--- config.mk ---
export PLATFORM = sky130hd
export DESIGN_NAME = multicycle_ctrl_fsm
export DESIGN_NICKNAME = d
export VERILOG_FILES = /design/src/rtl/ctrl_pkg.sv /design/src/rtl/opcode_class_decode.sv /design/src/rtl/multicycle_ctrl_fsm.sv
export SDC_FILE = /design/constraint.sdc
export NUM_CORES = 1
export LEC_CHECK = 0
export BUFFER_PORTS_ARGS = -buffer_cell sky130_fd_sc_hd__buf_2
export CAP_MARGIN = 40
export CORE_AREA = 5 5 42 44
export DETAILED_ROUTE_END_ITERATION = 8
export DIE_AREA = 0 0 47 49
export MAX_ROUTING_LAYER = met4
export PLACE_DENSITY = 0.81
export SYNTH_ARGS = -nofsm -noshare
export SYNTH_HDL_FRONTEND = slang
export SYNTH_SLANG_ARGS = --single-unit
--- constraint.sdc ---
create_clock -name clk -period 4.6 [get_ports clk]
set_clock_uncertainty 0.2 [all_clocks]
set_input_delay 1.15 -clock clk [delete_from_list [all_inputs] [get_ports clk]]
set_output_delay 1.15 -clock clk [all_outputs]
set_load 0.005 [all_outputs]
--- src/rtl/ctrl_pkg.sv ---
// Shared encodings for the RV32I multicycle control FSM.
// The S_HALT state exists only when CTRL_ILLEGAL_TRAP_EN is defined.
package ctrl_pkg;

  localparam int CTRL_STATE_W = 4;

  typedef enum logic [CTRL_STATE_W-1:0] {
    S_FETCH   = 4'd0,
    S_DECODE  = 4'd1,
    S_MEM_ADR = 4'd2,
    S_MEM_RD  = 4'd3,
    S_MEM_WB  = 4'd4,
    S_MEM_WR  = 4'd5,
    S_EXEC_R  = 4'd6,
    S_EXEC_I  = 4'd7,
    S_ALU_WB  = 4'd8,
    S_BRANCH  = 4'd9,
    S_PC_INC  = 4'd10,
    S_JAL     = 4'd11,
`ifdef CTRL_ILLEGAL_TRAP_EN
    S_JAL_WB  = 4'd12,
    S_HALT    = 4'd13
`else
    S_JAL_WB  = 4'd12
`endif
  } state_t;

  localparam logic [6:0] OP_R      = 7'b0110011;
  localparam logic [6:0] OP_I      = 7'b0010011;
  localparam logic [6:0] OP_LOAD   = 7'b0000011;
  localparam logic [6:0] OP_STORE  = 7'b0100011;
  localparam logic [6:0] OP_BRANCH = 7'b1100011;
  localparam logic [6:0] OP_JAL    = 7'b1101111;

  localparam logic [1:0] ALUOP_ADD   = 2'b00;
  localparam logic [1:0] ALUOP_SUB   = 2'b01;
  localparam logic [1:0] ALUOP_FUNCT = 2'b10;

  localparam logic [1:0] SRCB_B    = 2'b00;
  localparam logic [1:0] SRCB_FOUR = 2'b01;
  localparam logic [1:0] SRCB_IMM  = 2'b10;

  // bit positions in the one-hot opcode class vector
  localparam int CLS_R      = 0;
  localparam int CLS_I      = 1;
  localparam int CLS_LOAD   = 2;
  localparam int CLS_STORE  = 3;
  localparam int CLS_BRANCH = 4;
  localparam int CLS_JAL    = 5;
  localparam int CLS_W      = 6;

endpackage

--- src/rtl/opcode_class_decode.sv ---
// Combinational opcode classifier: one-hot class vector plus legal flag.
module opcode_class_decode
  import ctrl_pkg::*;
(
  input  logic [6:0]       opcode,
  output logic [CLS_W-1:0] op_class,
  output logic             legal
);

  always_comb begin
    op_class = '0;
    unique case (opcode)
      OP_R:      op_class[CLS_R]      = 1'b1;
      OP_I:      op_class[CLS_I]      = 1'b1;
      OP_LOAD:   op_class[CLS_LOAD]   = 1'b1;
      OP_STORE:  op_class[CLS_STORE]  = 1'b1;
      OP_BRANCH: op_class[CLS_BRANCH] = 1'b1;
      OP_JAL:    op_class[CLS_JAL]    = 1'b1;
      default:   op_class = '0;
    endcase
  end

  assign legal = |op_class;

endmodule

--- src/rtl/multicycle_ctrl_fsm.sv ---
// Main control FSM of the RV32I multicycle core (Moore, except pc_en/ir_write).
// Build option CTRL_ILLEGAL_TRAP_EN: unknown opcodes trap into HALT instead of acting as NOP.
//
// state     | meaning
// ----------+-----------------------------------------------
// FETCH     | read instruction at PC, load IR on mem_ready
// DECODE    | ALUOut <= PC + Imm, dispatch on opcode class
// MEM_ADR   | ALUOut <= A + Imm (effective address)
// MEM_RD    | load data read, waits for mem_ready
// MEM_WB    | rd <= MDR, PC += 4
// MEM_WR    | store data write, waits for mem_ready
// EXEC_R    | ALUOut <= A op B
// EXEC_I    | ALUOut <= A op Imm
// ALU_WB    | rd <= ALUOut, PC += 4
// BRANCH    | compare A-B, PC <= ALUOut when taken
// PC_INC    | PC += 4
// JAL       | PC <= ALUOut, ALUOut <= PC + 4
// JAL_WB    | rd <= ALUOut (link address)
// HALT      | illegal opcode trap, left only by reset
module multicycle_ctrl_fsm
  import ctrl_pkg::*;
#(
  parameter int STATE_W = 4
) (
  input  logic               clk,
  input  logic               rst_n,
  input  logic [6:0]         opcode,
  input  logic [2:0]         funct3,
  input  logic               alu_zero,
  input  logic               mem_ready,
  output logic               pc_en,
  output logic               iord,
  output logic               mem_read,
  output logic               mem_write,
  output logic               ir_write,
  output logic               mem_to_reg,
  output logic               reg_write,
  output logic               alu_src_a,
  output logic [1:0]         alu_src_b,
  output logic [1:0]         alu_op,
  output logic               pc_source,
  output logic               illegal,
  output logic [STATE_W-1:0] state_dbg
);

  state_t           state;
  state_t           state_next;
  logic [CLS_W-1:0] op_class;
  logic             op_legal;
  logic             taken;
  logic             unused_funct3;

  opcode_class_decode u_decode (
    .opcode   (opcode),
    .op_class (op_class),
    .legal    (op_legal)
  );

  // beq/bne differ only in funct3[0]
  assign taken         = alu_zero ^ funct3[0];
  assign unused_funct3 = ^funct3[2:1];

  always_ff @(posedge clk or negedge rst_n) begin
    if (!rst_n) state <= S_FETCH;
    else        state <= state_next;
  end

  always_comb begin
    state_next = state;
    pc_en      = 1'b0;
    iord       = 1'b0;
    mem_read   = 1'b0;
    mem_write  = 1'b0;
    ir_write   = 1'b0;
    mem_to_reg = 1'b0;
    reg_write  = 1'b0;
    alu_src_a  = 1'b0;
    alu_src_b  = SRCB_B;
    alu_op     = ALUOP_ADD;
    pc_source  = 1'b0;
    illegal    = 1'b0;

    unique case (state)
      S_FETCH: begin
        mem_read = 1'b1;
        ir_write = mem_ready;
        if (mem_ready) state_next = S_DECODE;
      end
      S_DECODE: begin
        alu_src_b = SRCB_IMM;
        if (!op_legal)
`ifdef CTRL_ILLEGAL_TRAP_EN
          state_next = S_HALT;
`else
          state_next = S_PC_INC;
`endif
        else if (op_class[CLS_R])                        state_next = S_EXEC_R;
        else if (op_class[CLS_I])                        state_next = S_EXEC_I;
        else if (op_class[CLS_LOAD] || op_class[CLS_STORE]) state_next = S_MEM_ADR;
        else if (op_class[CLS_BRANCH])                   state_next = S_BRANCH;
        else                                             state_next = S_JAL;
      end
      S_MEM_ADR: begin
        alu_src_a  = 1'b1;
        alu_src_b  = SRCB_IMM;
        state_next = op_class[CLS_STORE] ? S_MEM_WR : S_MEM_RD;
      end
      // address ALU inputs stay put so ALUOut is stable across wait states
      S_MEM_RD: begin
        iord      = 1'b1;
        mem_read  = 1'b1;
        alu_src_a = 1'b1;
        alu_src_b = SRCB_IMM;
        if (mem_ready) state_next = S_MEM_WB;
      end
      S_MEM_WB: begin
        reg_write  = 1'b1;
        mem_to_reg = 1'b1;
        alu_src_b  = SRCB_FOUR;
        pc_en      = 1'b1;
        state_next = S_FETCH;
      end
      S_MEM_WR: begin
        iord      = 1'b1;
        mem_write = 1'b1;
        alu_src_a = 1'b1;
        alu_src_b = SRCB_IMM;
        if (mem_ready) state_next = S_PC_INC;
      end
      S_EXEC_R: begin
        alu_src_a  = 1'b1;
        alu_src_b  = SRCB_B;
        alu_op     = ALUOP_FUNCT;
        state_next = S_ALU_WB;
      end
      S_EXEC_I: begin
        alu_src_a  = 1'b1;
        alu_src_b  = SRCB_IMM;
        alu_op     = ALUOP_FUNCT;
        state_next = S_ALU_WB;
      end
      S_ALU_WB: begin
        reg_write  = 1'b1;
        alu_src_b  = SRCB_FOUR;
        pc_en      = 1'b1;
        state_next = S_FETCH;
      end
      S_BRANCH: begin
        alu_src_a  = 1'b1;
        alu_src_b  = SRCB_B;
        alu_op     = ALUOP_SUB;
        pc_source  = 1'b1;
        pc_en      = taken;
        state_next = taken ? S_FETCH : S_PC_INC;
      end
      S_PC_INC: begin
        alu_src_b  = SRCB_FOUR;
        pc_en      = 1'b1;
        state_next = S_FETCH;
      end
      S_JAL: begin
        pc_en      = 1'b1;
        pc_source  = 1'b1;
        alu_src_b  = SRCB_FOUR;
        state_next = S_JAL_WB;
      end
      S_JAL_WB: begin
        reg_write  = 1'b1;
        state_next = S_FETCH;
      end
`ifdef CTRL_ILLEGAL_TRAP_EN
      S_HALT: begin
        illegal    = 1'b1;
        state_next = S_HALT;
      end
`endif
      default: state_next = S_FETCH;
    endcase

    // reset masks every control output, including the FETCH read request
    if (!rst_n) begin
      pc_en      = 1'b0;
      iord       = 1'b0;
      mem_read   = 1'b0;
      mem_write  = 1'b0;
      ir_write   = 1'b0;
      mem_to_reg = 1'b0;
      reg_write  = 1'b0;
      alu_src_a  = 1'b0;
      alu_src_b  = 2'b00;
      alu_op     = 2'b00;
      pc_source  = 1'b0;
      illegal    = 1'b0;
    end
  end

  assign state_dbg = STATE_W'(state);

endmodule
# Word-level counts from Yosys, hierarchy flattened
# Index checks and enable logic that the tools add are counted.
# totals
in_bits	14
output_inout_bits	18
mem_count	0
ff_bits	4
romBits	0
latchBits	0
elab_cells	74
ramBits	0
# op_classes
n_shift	0
add_sub_neg	0
eq_ne	21
bitwise_logic	1
order_cmp	0
muxes	39
reduce_logical	12
mul	0
n_div	0
# op_table
cell	count
4-bit two-way mux	8
4-bit one-hot mux with 8 select lines	1
1-bit two-way mux	23
4-bit equality test (second input constant)	5
4-bit by 3-bit equality test with 1-bit output (second input constant)	4
7-bit by 6-bit equality test with 1-bit output (second input constant)	2
7-bit equality test (second input constant)	2
6-bit OR reduction	2
4-bit by 2-bit equality test with 1-bit output (second input constant)	2
2-bit one-hot mux with 2 select lines	2
2-bit OR reduction	4
7-bit by 2-bit equality test with 1-bit output (second input constant)	1
7-bit by 5-bit equality test with 1-bit output (second input constant)	1
2-bit two-way mux	3
2-bit inequality test (second input constant)	3
5-bit OR reduction	1
4-bit by 1-bit equality test with 1-bit output (second input constant)	1
4-bit logical NOT	1
4-bit OR reduction	1
3-bit two-way mux	1
3-bit AND reduction	1
3-bit OR reduction	1
1-bit one-hot mux with 2 select lines	1
1-bit logical OR	1
1-bit XOR	1

# Logic depth before layout (Yosys ltp)
# Gate-level depths: netlist of run 1.
# logic_depth
ltp_word	8
mapped_depth	5
mapped_depth_nobuf	4

# Modules after synthesis
# Synthesis of run 1 repeated with hierarchy kept, for this count alone.
# hier_totals
hier_cells	90
hier_area_um2	640.6
# modules_own_cells
module	instances	area_each_um2	seq_area_each_um2	cells_per_inst
multicycle_ctrl_fsm	1	549.3	100.1	75
opcode_class_decode	1	91.3	0.0	15

# Least setup slack after synthesis of run 1
# OpenSTA, ideal clock, no wires.
# synth_path
kind	input -> output
start	input port funct3[0]
end	output port pc_en
arrival_time_ns	1.521
path_buffers	0
required_ns	3.250
slack_ns	1.729
stages	2
cell_sequence	xor2_1 > a21o_1
# synth_via
elab_chain_len	3
# synth_rtl
item	line	source
from (decl)	multicycle_ctrl_fsm.sv:28	input logic [2:0] funct3,
1-bit XOR	multicycle_ctrl_fsm.sv:60	assign taken = alu_zero ^ funct3[0];
1-bit one-hot mux with 2 select lines	multicycle_ctrl_fsm.sv:83	unique case (state)
1-bit two-way mux	multicycle_ctrl_fsm.sv:181	if (!rst_n) begin
to (decl)	multicycle_ctrl_fsm.sv:31	output logic pc_en,
# No other way between the ends.

# Final worst setup path of run 1
# layout_path
start	input port rst_n
end	output port pc_en
# layout_via
elab_chain_len	1
# layout_rtl
item	line	source
from (decl)	multicycle_ctrl_fsm.sv:26	input logic rst_n,
1-bit two-way mux	multicycle_ctrl_fsm.sv:181	
# No other way between the ends.

==> impl_metrics.prom, run 1 <==
# TYPE chip_impl_metric gauge
chip_impl_info{name="run_status",value="complete, no violations"} 1
chip_impl_metric{name="syn-instance-count",unit=""} 79
chip_impl_info{name="worst_r2r_endpoint",value="state_dbg[1]"} 1
chip_impl_metric{name="drtAntennaViolNets",unit=""} 0
chip_impl_metric{name="cts.repair.resized",unit=""} 0
chip_impl_metric{name="flops_latches_synth",unit=""} 4
chip_impl_metric{name="grt_first_pass_wirelength",unit="mm"} 2.52
chip_impl_metric{name="grt_usage",unit=""} 0.143
chip_impl_info{name="path_type_of_the_worst_min_delay_path",value="primary input to async pin"} 1
chip_impl_info{name="reg2reg_from",value="state_dbg[2]"} 1
chip_impl_info{name="tritoncts",value="done"} 1
chip_impl_metric{name="dp_hpwl",unit="mm"} 1.15
chip_impl_metric{name="drt_drc_violations_left",unit=""} 0
chip_impl_metric{name="area_used_by_multi_input_combinational_logic",unit="um^2"} 430
chip_impl_info{name="most-common-layout-cells",value="sky130_fd_sc_hd__buf_2, sky130_fd_sc_hd__nor2_1, sky130_fd_sc_hd__nand2_1"} 1
chip_impl_info{name="dominantRegCellSynth",value="sky130_fd_sc_hd__dfrtp_1"} 1
chip_impl_metric{name="worstRegToRegCells",unit=""} 4
chip_impl_metric{name="flop_to_flop_setup_slack",unit="ns"} 2.89
chip_impl_metric{name="cts_made_buffers",unit=""} 3
chip_impl_metric{name="num-fill-cells",unit=""} 151
chip_impl_metric{name="syn-cell-area",unit="um^2"} 577
chip_impl_metric{name="ioPinCount",unit=""} 32
chip_impl_metric{name="via_count",unit=""} 691
chip_impl_info{name="worst_setup_path_end_kind",value="primary output"} 1
chip_impl_metric{name="synth-edff-count",unit=""} 0
chip_impl_metric{name="route.detailed.wl_per_inst",unit="um"} 13.1
chip_impl_metric{name="grt_start_max_net_pins",unit=""} 18
chip_impl_metric{name="worst_path_arrival",unit="ns"} 1.86
chip_impl_metric{name="yosysWarnings",unit=""} 0
chip_impl_info{name="critPathLaunch",value="rst_n"} 1
chip_impl_metric{name="finalWirelength",unit="mm"} 1.58
chip_impl_metric{name="floorplan.die_area",unit="um^2"} 2300
chip_impl_metric{name="die_w",unit="um"} 47
chip_impl_metric{name="period_share",unit=""} 0.697
chip_impl_info{name="worstSetupStartpointType",value="primary input"} 1
chip_impl_metric{name="finalCriticalPeriod",unit="ns"} 3.21
chip_impl_metric{name="hold_viol",unit=""} 0
chip_impl_metric{name="peakVddDrop",unit="mV"} 0.223
chip_impl_info{name="worst-setup-path-type",value="primary input to primary output"} 1
chip_impl_metric{name="post-cts-setup-buffers",unit=""} 0
chip_impl_metric{name="grt_remaining_overflow",unit=""} 0
chip_impl_metric{name="critical_path_required",unit="ns"} 3.25
chip_impl_metric{name="core_ar",unit="um^2"} 1400
chip_impl_metric{name="clock_insertion_delay_worst_skew",unit="ns"} 0.24
chip_impl_metric{name="largest_register_ffs",unit=""} 4
chip_impl_metric{name="synth_area_per_cell",unit="um^2"} 7.30
chip_impl_metric{name="p_leak",unit="uW"} 0.000370
chip_impl_metric{name="firstDrtPassIters",unit=""} 4
chip_impl_metric{name="layout-drive-gt1-share",unit=""} 0.346
chip_impl_metric{name="async_reset_ff_frac",unit=""} 1.00
chip_impl_metric{name="flow.area_growth_from_synthesis",unit="%"} 25.6
chip_impl_info{name="layout_commonest_cell",value="sky130_fd_sc_hd__buf_2"} 1
chip_impl_metric{name="finalMaxSlewViolations",unit=""} 0
chip_impl_metric{name="max-cap-violations",unit=""} 0
chip_impl_metric{name="p_total",unit="uW"} 377
chip_impl_metric{name="mappedNetlistNets",unit=""} 93
chip_impl_info{name="clock_tree.root_cell",value="sky130_fd_sc_hd__clkbuf_4"} 1
chip_impl_metric{name="numClockSinks",unit=""} 4
chip_impl_metric{name="ctsHoldBuffers",unit=""} 0
chip_impl_metric{name="clock.fmax",unit="MHz"} 312
chip_impl_metric{name="antenna_cells_inserted",unit=""} 0
chip_impl_metric{name="cts-root-to-sink-buffers",unit=""} 2
chip_impl_metric{name="routabilityCongestion",unit=""} 0.813
chip_impl_metric{name="grt_antenna_before_repair",unit=""} 0
chip_impl_metric{name="sequential_share_of_the_synthesized_area",unit=""} 0.174
chip_impl_metric{name="post_drt_via_cell_ratio",unit=""} 5.76
chip_impl_info{name="critical_path.endpoint",value="pc_en"} 1
chip_impl_metric{name="crit_fanout",unit=""} 13
chip_impl_metric{name="nets",unit=""} 120
chip_impl_metric{name="finish_stage_setup_viols",unit=""} 0
chip_impl_metric{name="power.density_cell_area",unit="nW/um^2"} 521
chip_impl_metric{name="initial_core_util",unit=""} 0.412
chip_impl_metric{name="clk_pin_slew_worst_paths",unit="ns"} 0.04
chip_impl_metric{name="register_area",unit="um^2"} 100
chip_impl_metric{name="die_h",unit="um"} 49
chip_impl_info{name="rsz0062_at_grt",value="false"} 1
chip_impl_metric{name="htreeDepth",unit=""} 1
chip_impl_metric{name="finalSetupTns",unit="ns"} 0
chip_impl_metric{name="io_buffers",unit=""} 28
chip_impl_metric{name="detailedRoute.firstIterationViolations",unit=""} 9
chip_impl_metric{name="timing.max_slew.rel_slack",unit=""} 0.646
chip_impl_metric{name="final_cell_area",unit="um^2"} 724
chip_impl_metric{name="first_global_vias",unit=""} 566
chip_impl_metric{name="synth.lib_cells_used.distinct",unit=""} 42
chip_impl_metric{name="tightest_slew",unit="ns"} 0.531
chip_impl_metric{name="row_cnt",unit=""} 14
chip_impl_metric{name="placed_cell_area",unit="um^2"} 702
[power breakdown]
| part | leakage, uW | switching [uW] | total (uW) | internal, uW |
|---|---|---|---|---|
| clock | 0.0000138 | 16.4 | 45.7 | 29.3 |
| combinational | 0.000305 | 109 | 220 | 111 |
| sequential | 0.0000511 | 61.5 | 111 | 49.8 |
| total | 0.000370 | 187 | 377 | 190 |
[per-stage QoR]
stage	cells	hold WS, ns	worst slack [ns]	util
2_1_floorplan	79	0.459	1.73	-
3_3_place_gp	117	0.542	1.42	0.501
3_5_place_dp	117	0.543	1.38	0.501
4_1_cts	120	0.561	1.38	0.517
5_1_grt	120	0.561	1.32	0.517
6_report	120	0.554	1.39	0.517
[logic make-up (layout without fill, tap and decap cells)]
logic type | after synthesis | in the layout | synth area share
simple gates | 39 | 39 | 0.410
buf+inv | 9 | 34 | 0.0803
flops | 4 | 4 | 0.174
xor+xnor | 3 | 3 | 0.0456
other cells | 1 | 1 | 0.00650
compound gates | 22 | 22 | 0.267
mux | 1 | 1 | 0.0174
[per-layer routing]
layer	track usage	wire, um	vias up
li1	-	-	338
met1	0.199	656	313
met2	0.210	773	38
met3	0.0111	145	2
met4	0.0507	2	0
met5	-	0	-
[area by class of cell]
| type | count | area share |
|---|---|---|
| sequential | 4 | 0.138 |
| multi-input combinational | 66 | 0.594 |
| tap | 16 | 0.0276 |
| timing repair buffer | 28 | 0.193 |
| clock buffer | 3 | 0.0311 |
| inverter | 3 | 0.0155 |
[critical path, cell delays in order]
cell and delay [ns]:
sky130_fd_sc_hd__buf_2 0.20, sky130_fd_sc_hd__nand3_1 0.13, sky130_fd_sc_hd__nor2_1 0.15, sky130_fd_sc_hd__a21o_1 0.12, sky130_fd_sc_hd__buf_2 0.10
[cell usage after synthesis, drive strengths merged (2+ instances only)]
master  number  area share
a22oi        2       0.026
nand2        5       0.033
inv          3       0.020
buf          6       0.061
nor2        10       0.069
nand3        4       0.035
a221oi       2       0.030
nand2b       4       0.043
xnor2        2       0.030
o21ai        6       0.052
nor2b        4       0.048
dfrtp        4        0.17
and3         2       0.022
a21oi        2       0.017
[worst min path at each step]
stage               depth (start not counted)           end         start  slack [ns]
floorplan                                   3  state_dbg[2]  state_dbg[3]        0.46
global placement                            1  state_dbg[0]  state_dbg[3]        0.54
detailed placement                          1  state_dbg[0]  state_dbg[3]        0.54
CTS                                         1  state_dbg[2]         rst_n        0.56
global route                                1  state_dbg[3]         rst_n        0.56
finish                                      1  state_dbg[1]         rst_n        0.55
(Power assumes the default switching activity.)
==> inputs of run 2 (changes only) <==
--- a/config.mk
+++ b/config.mk
@@ -7,11 +7,11 @@
 export LEC_CHECK = 0
 export BUFFER_PORTS_ARGS = -buffer_cell sky130_fd_sc_hd__buf_2
 export CAP_MARGIN = 40
-export CORE_AREA = 5 5 42 44
+export CORE_MARGIN = 5
+export CORE_UTILIZATION = 38
 export DETAILED_ROUTE_END_ITERATION = 8
-export DIE_AREA = 0 0 47 49
 export MAX_ROUTING_LAYER = met4
-export PLACE_DENSITY = 0.81
+export PLACE_DENSITY = 0.76
 export SYNTH_ARGS = -nofsm -noshare
 export SYNTH_HDL_FRONTEND = slang
 export SYNTH_SLANG_ARGS = --single-unit
==> constraint.sdc (replaced) <==
create_clock -name clk -period 2.75 [get_ports clk]
set_clock_uncertainty 0.2 [all_clocks]
set_input_delay 0.6875 -clock clk [delete_from_list [all_inputs] [get_ports clk]]
set_output_delay 0.6875 -clock clk [all_outputs]
set_load 0.005 [all_outputs]
==> run 2 against run 1 <==
First-iteration DRC count grew 11%. Routed wire length grew 0.63%. Highest routed layer unchanged. Register-to-register slack lost 1.9 ns. Die area grew 4.1%.
==> impl_metrics.prom, run 2 (synthesis results as in run 1) <==
# TYPE chip_impl_metric gauge
chip_impl_info{name="worstSetupStartpointType",value="flip-flop"} 1
chip_impl_info{name="layout_commonest_cell",value="sky130_fd_sc_hd__buf_2"} 1
chip_impl_metric{name="numClockSinks",unit=""} 4
chip_impl_metric{name="first_global_vias",unit=""} 595
chip_impl_metric{name="finish_stage_setup_viols",unit=""} 0
chip_impl_metric{name="post-cts-setup-buffers",unit=""} 0
chip_impl_metric{name="cts.repair.resized",unit=""} 0
chip_impl_metric{name="grt_remaining_overflow",unit=""} 0
chip_impl_metric{name="timing.critical_path.slowest_cell_delay",unit="ns"} 0.54
chip_impl_metric{name="grt_first_pass_wirelength",unit="mm"} 2.62
chip_impl_metric{name="die_h",unit="um"} 49.0
chip_impl_metric{name="initial_core_util",unit=""} 0.392
chip_impl_metric{name="num-fill-cells",unit=""} 157
chip_impl_metric{name="critical_path_buf_inv_count",unit=""} 1
chip_impl_metric{name="layout-drive-gt1-share",unit=""} 0.358
chip_impl_metric{name="pre_cts_slack",unit="ns"} 0.461
chip_impl_metric{name="flop_to_flop_setup_slack",unit="ns"} 1.04
chip_impl_info{name="most-common-layout-cells",value="sky130_fd_sc_hd__buf_2, sky130_fd_sc_hd__nor2_1, sky130_fd_sc_hd__nand2_1"} 1
chip_impl_metric{name="critical_path_required",unit="ns"} 1.86
chip_impl_metric{name="max-cap-violations",unit=""} 0
chip_impl_info{name="crit_path_top_delay_cell",value="sky130_fd_sc_hd__dfrtp_1"} 1
chip_impl_metric{name="p_leak",unit="uW"} 0.000380
chip_impl_metric{name="grt_start_max_net_pins",unit=""} 16
chip_impl_info{name="run_status",value="complete, no violations"} 1
chip_impl_metric{name="die_w",unit="um"} 49.0
chip_impl_metric{name="detailedRoute.firstIterationViolations",unit=""} 10
chip_impl_metric{name="placed_cells",unit=""} 119
chip_impl_metric{name="drtAntennaViolNets",unit=""} 0
chip_impl_metric{name="worstRegToRegCells",unit=""} 4
chip_impl_metric{name="finalMaxSlewViolations",unit=""} 0
chip_impl_metric{name="firstDrtPassIters",unit=""} 4
chip_impl_metric{name="fin_cells",unit=""} 122
chip_impl_metric{name="grt_antenna_before_repair",unit=""} 0
chip_impl_metric{name="area_used_by_multi_input_combinational_logic",unit="um^2"} 430
chip_impl_metric{name="ioPinCount",unit=""} 32
chip_impl_metric{name="finalCriticalPeriod",unit="ns"} 2.54
chip_impl_metric{name="clk_pin_slew_worst_paths",unit="ns"} 0.04
chip_impl_metric{name="grt_usage",unit=""} 0.131
chip_impl_info{name="worst-setup-path-type",value="flip-flop to primary output"} 1
chip_impl_info{name="worst_setup_path_end_kind",value="primary output"} 1
chip_impl_metric{name="row_cnt",unit=""} 14
chip_impl_metric{name="clock_insertion_delay_worst_skew",unit="ns"} 0.24
chip_impl_metric{name="drt_drc_violations_left",unit=""} 0
chip_impl_metric{name="cts-root-to-sink-buffers",unit=""} 2
chip_impl_metric{name="nets",unit=""} 122
chip_impl_metric{name="flow.area_growth_from_synthesis",unit="%"} 28.2
chip_impl_info{name="worst_r2r_endpoint",value="state_dbg[1]"} 1
chip_impl_metric{name="worst_path_arrival",unit="ns"} 1.65
chip_impl_metric{name="io_buffers",unit=""} 28
chip_impl_info{name="reg2reg_from",value="state_dbg[2]"} 1
chip_impl_metric{name="htreeDepth",unit=""} 1
chip_impl_info{name="tritoncts",value="done"} 1
chip_impl_metric{name="dp_hpwl",unit="mm"} 1.20
chip_impl_metric{name="finalSetupTns",unit="ns"} 0
chip_impl_metric{name="cts_made_buffers",unit=""} 3
chip_impl_metric{name="power.density_cell_area",unit="nW/um^2"} 878
chip_impl_info{name="critical-path-top-delay-family",value="flip-flops"} 1
chip_impl_metric{name="ctsHoldBuffers",unit=""} 0
chip_impl_info{name="path_type_of_the_worst_min_delay_path",value="primary input to async pin"} 1
chip_impl_info{name="rsz0062_at_grt",value="false"} 1
chip_impl_metric{name="post_drt_via_cell_ratio",unit=""} 5.48
chip_impl_metric{name="peakVddDrop",unit="mV"} 0.286
chip_impl_metric{name="via_count",unit=""} 669
chip_impl_metric{name="routabilityCongestion",unit=""} 0.812
chip_impl_metric{name="register_area",unit="um^2"} 100
chip_impl_metric{name="period_share",unit=""} 0.922
chip_impl_info{name="clock_tree.root_cell",value="sky130_fd_sc_hd__clkbuf_4"} 1
chip_impl_metric{name="antenna_cells_inserted",unit=""} 0
chip_impl_metric{name="hold_viol",unit=""} 0
chip_impl_metric{name="largest_register_ffs",unit=""} 4
chip_impl_metric{name="crit_fanout",unit=""} 14
chip_impl_metric{name="fin_ws",unit="ns"} 0.214
chip_impl_metric{name="clock.fmax",unit="MHz"} 394
chip_impl_metric{name="floorplan.die_area",unit="um^2"} 2400
chip_impl_metric{name="core_ar",unit="um^2"} 1470
chip_impl_metric{name="finalWirelength",unit="mm"} 1.59
chip_impl_metric{name="route.detailed.wl_per_inst",unit="um"} 13.0
chip_impl_info{name="crit_chain",value="nand2b_1, a22oi_1, nor2b_1, a21o_1, buf_2"} 1
-- run 2: cell count changes in the layout (fill, tap and decap cells not counted), sizes merged --
| cell | before | now |
|---|---|---|
| buf | 28 | 30 |
-- run 2: layout make-up --
| type | instances | area share |
|---|---|---|
| multi-input cells | 66 | 0.582 |
| inverters | 3 | 0.0152 |
| well taps | 16 | 0.0271 |
| flip-flops and latches | 4 | 0.135 |
| clock buffers | 3 | 0.0305 |
| repair buffers | 30 | 0.210 |
-- run 2: worst register-to-register path: cells and delay by family, from the launching register on --
family	cells	cell delay (ns)
AOI/OAI and AO/OA	2	0.50
DFF	1	0.61
and+or+nand+nor	2	0.33
-- run 2: through the flow --
step / util / cell area (um^2) / hold WS, ns / power (uW)
2_1_floorplan: - / 577 / 0.192 / 440
3_3_place_gp: 0.487 / 717 / 0.340 / 565
3_5_place_dp: 0.487 / 717 / 0.343 / 573
4_1_cts: 0.503 / 739 / 0.0909 / 651
5_1_grt: 0.503 / 739 / 0.101 / 708
6_report: 0.503 / 739 / 0.0915 / 649
-- run 2: metal layers --
| layer | vias to the layer above | wire (um) | part of all wire | GRT usage |
|---|---|---|---|---|
| met4 | 0 | 9 | 0.0057 | 0.0269 |
| li1 | 342 | - | - | - |
| met1 | 294 | 741 | 0.47 | 0.158 |
| met5 | - | 0 | 0 | - |
| met2 | 30 | 705 | 0.44 | 0.220 |
| met3 | 3 | 130 | 0.082 | 0.0306 |
-- run 2: how the worst max path moves through the flow --
stage	startpoint	to	slack, ns	depth (start not counted)
2_1_floorplan	funct3[0]	pc_en	0.80	2
3_3_place_gp	rst_n	pc_en	0.50	5
3_5_place_dp	state_dbg[1]	pc_en	0.46	5
4_1_cts	state_dbg[1]	pc_en	0.20	5
5_1_grt	state_dbg[1]	pc_en	0.07	5
6_report	state_dbg[1]	pc_en	0.21	5
-- run 2: power by group --
part	switching (uW)	internal [uW]	total, uW
clock network	26.6	49.0	75.6
logic	213	200	414
registers	76.0	83.9	160
==> inputs of run 3 (changes only) <==
--- a/config.mk
+++ b/config.mk
@@ -8,10 +8,11 @@
 export BUFFER_PORTS_ARGS = -buffer_cell sky130_fd_sc_hd__buf_2
 export CAP_MARGIN = 40
 export CORE_MARGIN = 5
-export CORE_UTILIZATION = 38
+export CORE_UTILIZATION = 40
+export CTS_BUF_LIST = sky130_fd_sc_hd__clkbuf_8
 export DETAILED_ROUTE_END_ITERATION = 8
 export MAX_ROUTING_LAYER = met4
-export PLACE_DENSITY = 0.76
+export PLACE_DENSITY = 0.79
 export SYNTH_ARGS = -nofsm -noshare
 export SYNTH_HDL_FRONTEND = slang
 export SYNTH_SLANG_ARGS = --single-unit
==> run 3 against run 2 <==
Clock power increased by 63%. Die area decreased by 4.0%. Worst setup slack improved by 0.060 ns. Via count increased by 2.5%. Sequential share of layout area decreased by 0.44 points. Core utilization increased by 7.1 points. Worst hold slack improved by 0.029 ns. Global-route usage increased by 3.5 points. Cell area increased by 3.4%. Sequential cell count unchanged. First-iteration DRC count increased by 50%. Sequential power decreased by 7%. Critical endpoint unchanged. Largest power group unchanged.
==> impl_metrics.prom, run 3 (synthesis results as in run 1) <==
# TYPE chip_impl_metric gauge
chip_impl_info{name="run_status",value="complete, no violations"} 1
chip_impl_metric{name="peakVddDrop",unit="mV"} 0.358
chip_impl_metric{name="cts_made_buffers",unit=""} 3
chip_impl_metric{name="clock_insertion_delay_worst_skew",unit="ns"} 0.22
chip_impl_metric{name="layout-drive-gt1-share",unit=""} 0.364
chip_impl_info{name="topRoutingLayerUsed",value="met3"} 1
chip_impl_metric{name="grt_usage",unit=""} 0.166
chip_impl_metric{name="placed_cell_area",unit="um^2"} 723
chip_impl_metric{name="firstDrtPassIters",unit=""} 4
chip_impl_metric{name="critical_path_buf_inv_count",unit=""} 1
chip_impl_info{name="worst-setup-path-type",value="flip-flop to primary output"} 1
chip_impl_metric{name="finalMaxSlewViolations",unit=""} 0
chip_impl_metric{name="critical_path_required",unit="ns"} 1.86
chip_impl_metric{name="htreeDepth",unit=""} 1
chip_impl_metric{name="io_buffers",unit=""} 28
chip_impl_info{name="clock_tree.root_cell",value="sky130_fd_sc_hd__clkbuf_8"} 1
chip_impl_metric{name="finish_stage_setup_viols",unit=""} 0
chip_impl_metric{name="via_count",unit=""} 686
chip_impl_metric{name="drtAntennaViolNets",unit=""} 0
chip_impl_info{name="path_type_of_the_worst_min_delay_path",value="primary input to async pin"} 1
chip_impl_metric{name="num-fill-cells",unit=""} 144
chip_impl_metric{name="routabilityCongestion",unit=""} 0.830
chip_impl_metric{name="finalWirelength",unit="mm"} 1.67
chip_impl_metric{name="power.density_cell_area",unit="nW/um^2"} 931
chip_impl_metric{name="grt_antenna_before_repair",unit=""} 0
chip_impl_metric{name="grt_remaining_overflow",unit=""} 0
chip_impl_metric{name="ctsHoldBuffers",unit=""} 0
chip_impl_metric{name="clock.fmax",unit="MHz"} 404
chip_impl_metric{name="cts-root-to-sink-buffers",unit=""} 2
chip_impl_metric{name="nets",unit=""} 123
chip_impl_metric{name="p_leak",unit="uW"} 0.000393
chip_impl_metric{name="final_cell_area",unit="um^2"} 764
chip_impl_info{name="critical-path-top-delay-family",value="flip-flops"} 1
chip_impl_metric{name="row_cnt",unit=""} 13
chip_impl_metric{name="die_h",unit="um"} 48.0
chip_impl_metric{name="route.detailed.wl_per_inst",unit="um"} 13.7
chip_impl_metric{name="post-cts-setup-buffers",unit=""} 0
chip_impl_metric{name="largest_register_ffs",unit=""} 4
chip_impl_metric{name="grt_start_max_net_pins",unit=""} 16
chip_impl_metric{name="fin_cells",unit=""} 122
chip_impl_info{name="most-common-layout-cells",value="sky130_fd_sc_hd__buf_2, sky130_fd_sc_hd__nor2_1, sky130_fd_sc_hd__nand2_1"} 1
chip_impl_metric{name="period_share",unit=""} 0.900
chip_impl_metric{name="flow.area_growth_from_synthesis",unit="%"} 32.5
chip_impl_metric{name="antenna_cells_inserted",unit=""} 0
chip_impl_metric{name="drt_drc_violations_left",unit=""} 0
chip_impl_metric{name="routedLengthMet1",unit="um"} 727
chip_impl_metric{name="dp_hpwl",unit="mm"} 1.26
chip_impl_metric{name="grt_first_pass_wirelength",unit="mm"} 2.68
chip_impl_metric{name="finalCriticalPeriod",unit="ns"} 2.48
chip_impl_metric{name="initial_core_util",unit=""} 0.432
chip_impl_metric{name="worst_path_arrival",unit="ns"} 1.59
chip_impl_metric{name="finalSetupTns",unit="ns"} 0
chip_impl_metric{name="detailedRoute.firstIterationViolations",unit=""} 15
chip_impl_metric{name="numClockSinks",unit=""} 4
chip_impl_info{name="crit_path_top_delay_cell",value="sky130_fd_sc_hd__dfrtp_1"} 1
chip_impl_info{name="rsz0062_at_grt",value="false"} 1
chip_impl_metric{name="die_w",unit="um"} 48.0
chip_impl_info{name="worstSetupStartpointType",value="flip-flop"} 1
chip_impl_info{name="layout_commonest_cell",value="sky130_fd_sc_hd__buf_2"} 1
chip_impl_metric{name="clk_pin_slew_worst_paths",unit="ns"} 0.03
chip_impl_metric{name="first_global_vias",unit=""} 630
chip_impl_info{name="tritoncts",value="done"} 1
chip_impl_info{name="worst_setup_path_end_kind",value="primary output"} 1
chip_impl_metric{name="timing.critical_path.slowest_cell_delay",unit="ns"} 0.60
chip_impl_metric{name="post_drt_via_cell_ratio",unit=""} 5.62
chip_impl_metric{name="wl_met3",unit="um"} 70
chip_impl_metric{name="met2_length",unit="um"} 869
chip_impl_metric{name="placed_cells",unit=""} 119
chip_impl_metric{name="hold_viol",unit=""} 0
chip_impl_info{name="crit_chain",value="nor2b_1, nand3_1, nor2_1, a21o_1, buf_2"} 1
chip_impl_metric{name="crit_fanout",unit=""} 15
chip_impl_metric{name="max-cap-violations",unit=""} 0
chip_impl_metric{name="core_ar",unit="um^2"} 1330
chip_impl_metric{name="ioPinCount",unit=""} 32
chip_impl_metric{name="cts.repair.resized",unit=""} 0
chip_impl_metric{name="floorplan.die_area",unit="um^2"} 2300
[run 3: cell count changes in the layout (fill, tap and decap cells not counted)]
cell,change
sky130_fd_sc_hd__buf_4,+1
sky130_fd_sc_hd__clkbuf_4,-3
sky130_fd_sc_hd__clkbuf_8,+3
[run 3: where the power goes]
group	internal [uW]	switching [uW]
Combinational	210	231
Sequential	84.4	64.2
Clock	93.3	29.7
Total	387	325
[run 3: cell type report]
class | instances | area [um^2] | area share
Tap cell | 15 | 18.8 | 0.0245
Timing Repair Buffer | 31 | 163 | 0.213
Multi-Input combinational cell | 66 | 430 | 0.563
Sequential cell | 4 | 100 | 0.131
Inverter | 3 | 11.3 | 0.0147
Clock buffer | 3 | 41.3 | 0.0540
[run 3: worst register-to-register path, cell delays in order (launching register included)]
cell                       delay (ns)
sky130_fd_sc_hd__dfrtp_1         0.60
sky130_fd_sc_hd__nor2_2          0.14
sky130_fd_sc_hd__and3_1          0.18
sky130_fd_sc_hd__a221oi_1        0.32
sky130_fd_sc_hd__a22o_1          0.19
[run 3: path summary, 6_finish.rpt]
| check | startpoint | to | slack [ns] | cells past startpoint |
|---|---|---|---|---|
| setup / recovery | state_dbg[3] | pc_en | 0.27 | 5 |
| hold / removal | rst_n | state_dbg[1] | 0.12 | 1 |
| setup reg to reg | state_dbg[3] | state_dbg[1] | 1.07 | 4 |
| hold reg to reg | state_dbg[2] | state_dbg[0] | 0.54 | 3 |
| max in group asynchronous | rst_n | state_dbg[3] | 2.04 | 1 |
| min in group clk | state_dbg[2] | state_dbg[0] | 0.54 | 3 |
[run 3: per-layer routing]
layer,up-vias,track usage
met5,-,-
met4,0,0.0323
met3,0,0.0226
met2,14,0.282
met1,323,0.207
li1,349,-
[run 3: through the flow]
step	setup slack (ns)	total power, uW	hold WS (ns)	utilization
3_5_place_dp	0.459	585	0.348	0.542
5_1_grt	0.141	784	0.133	0.573
4_1_cts	0.277	716	0.117	0.573
6_report	0.275	712	0.120	0.573
2_1_floorplan	0.804	440	0.192	-
3_3_place_gp	0.499	578	0.341	0.542
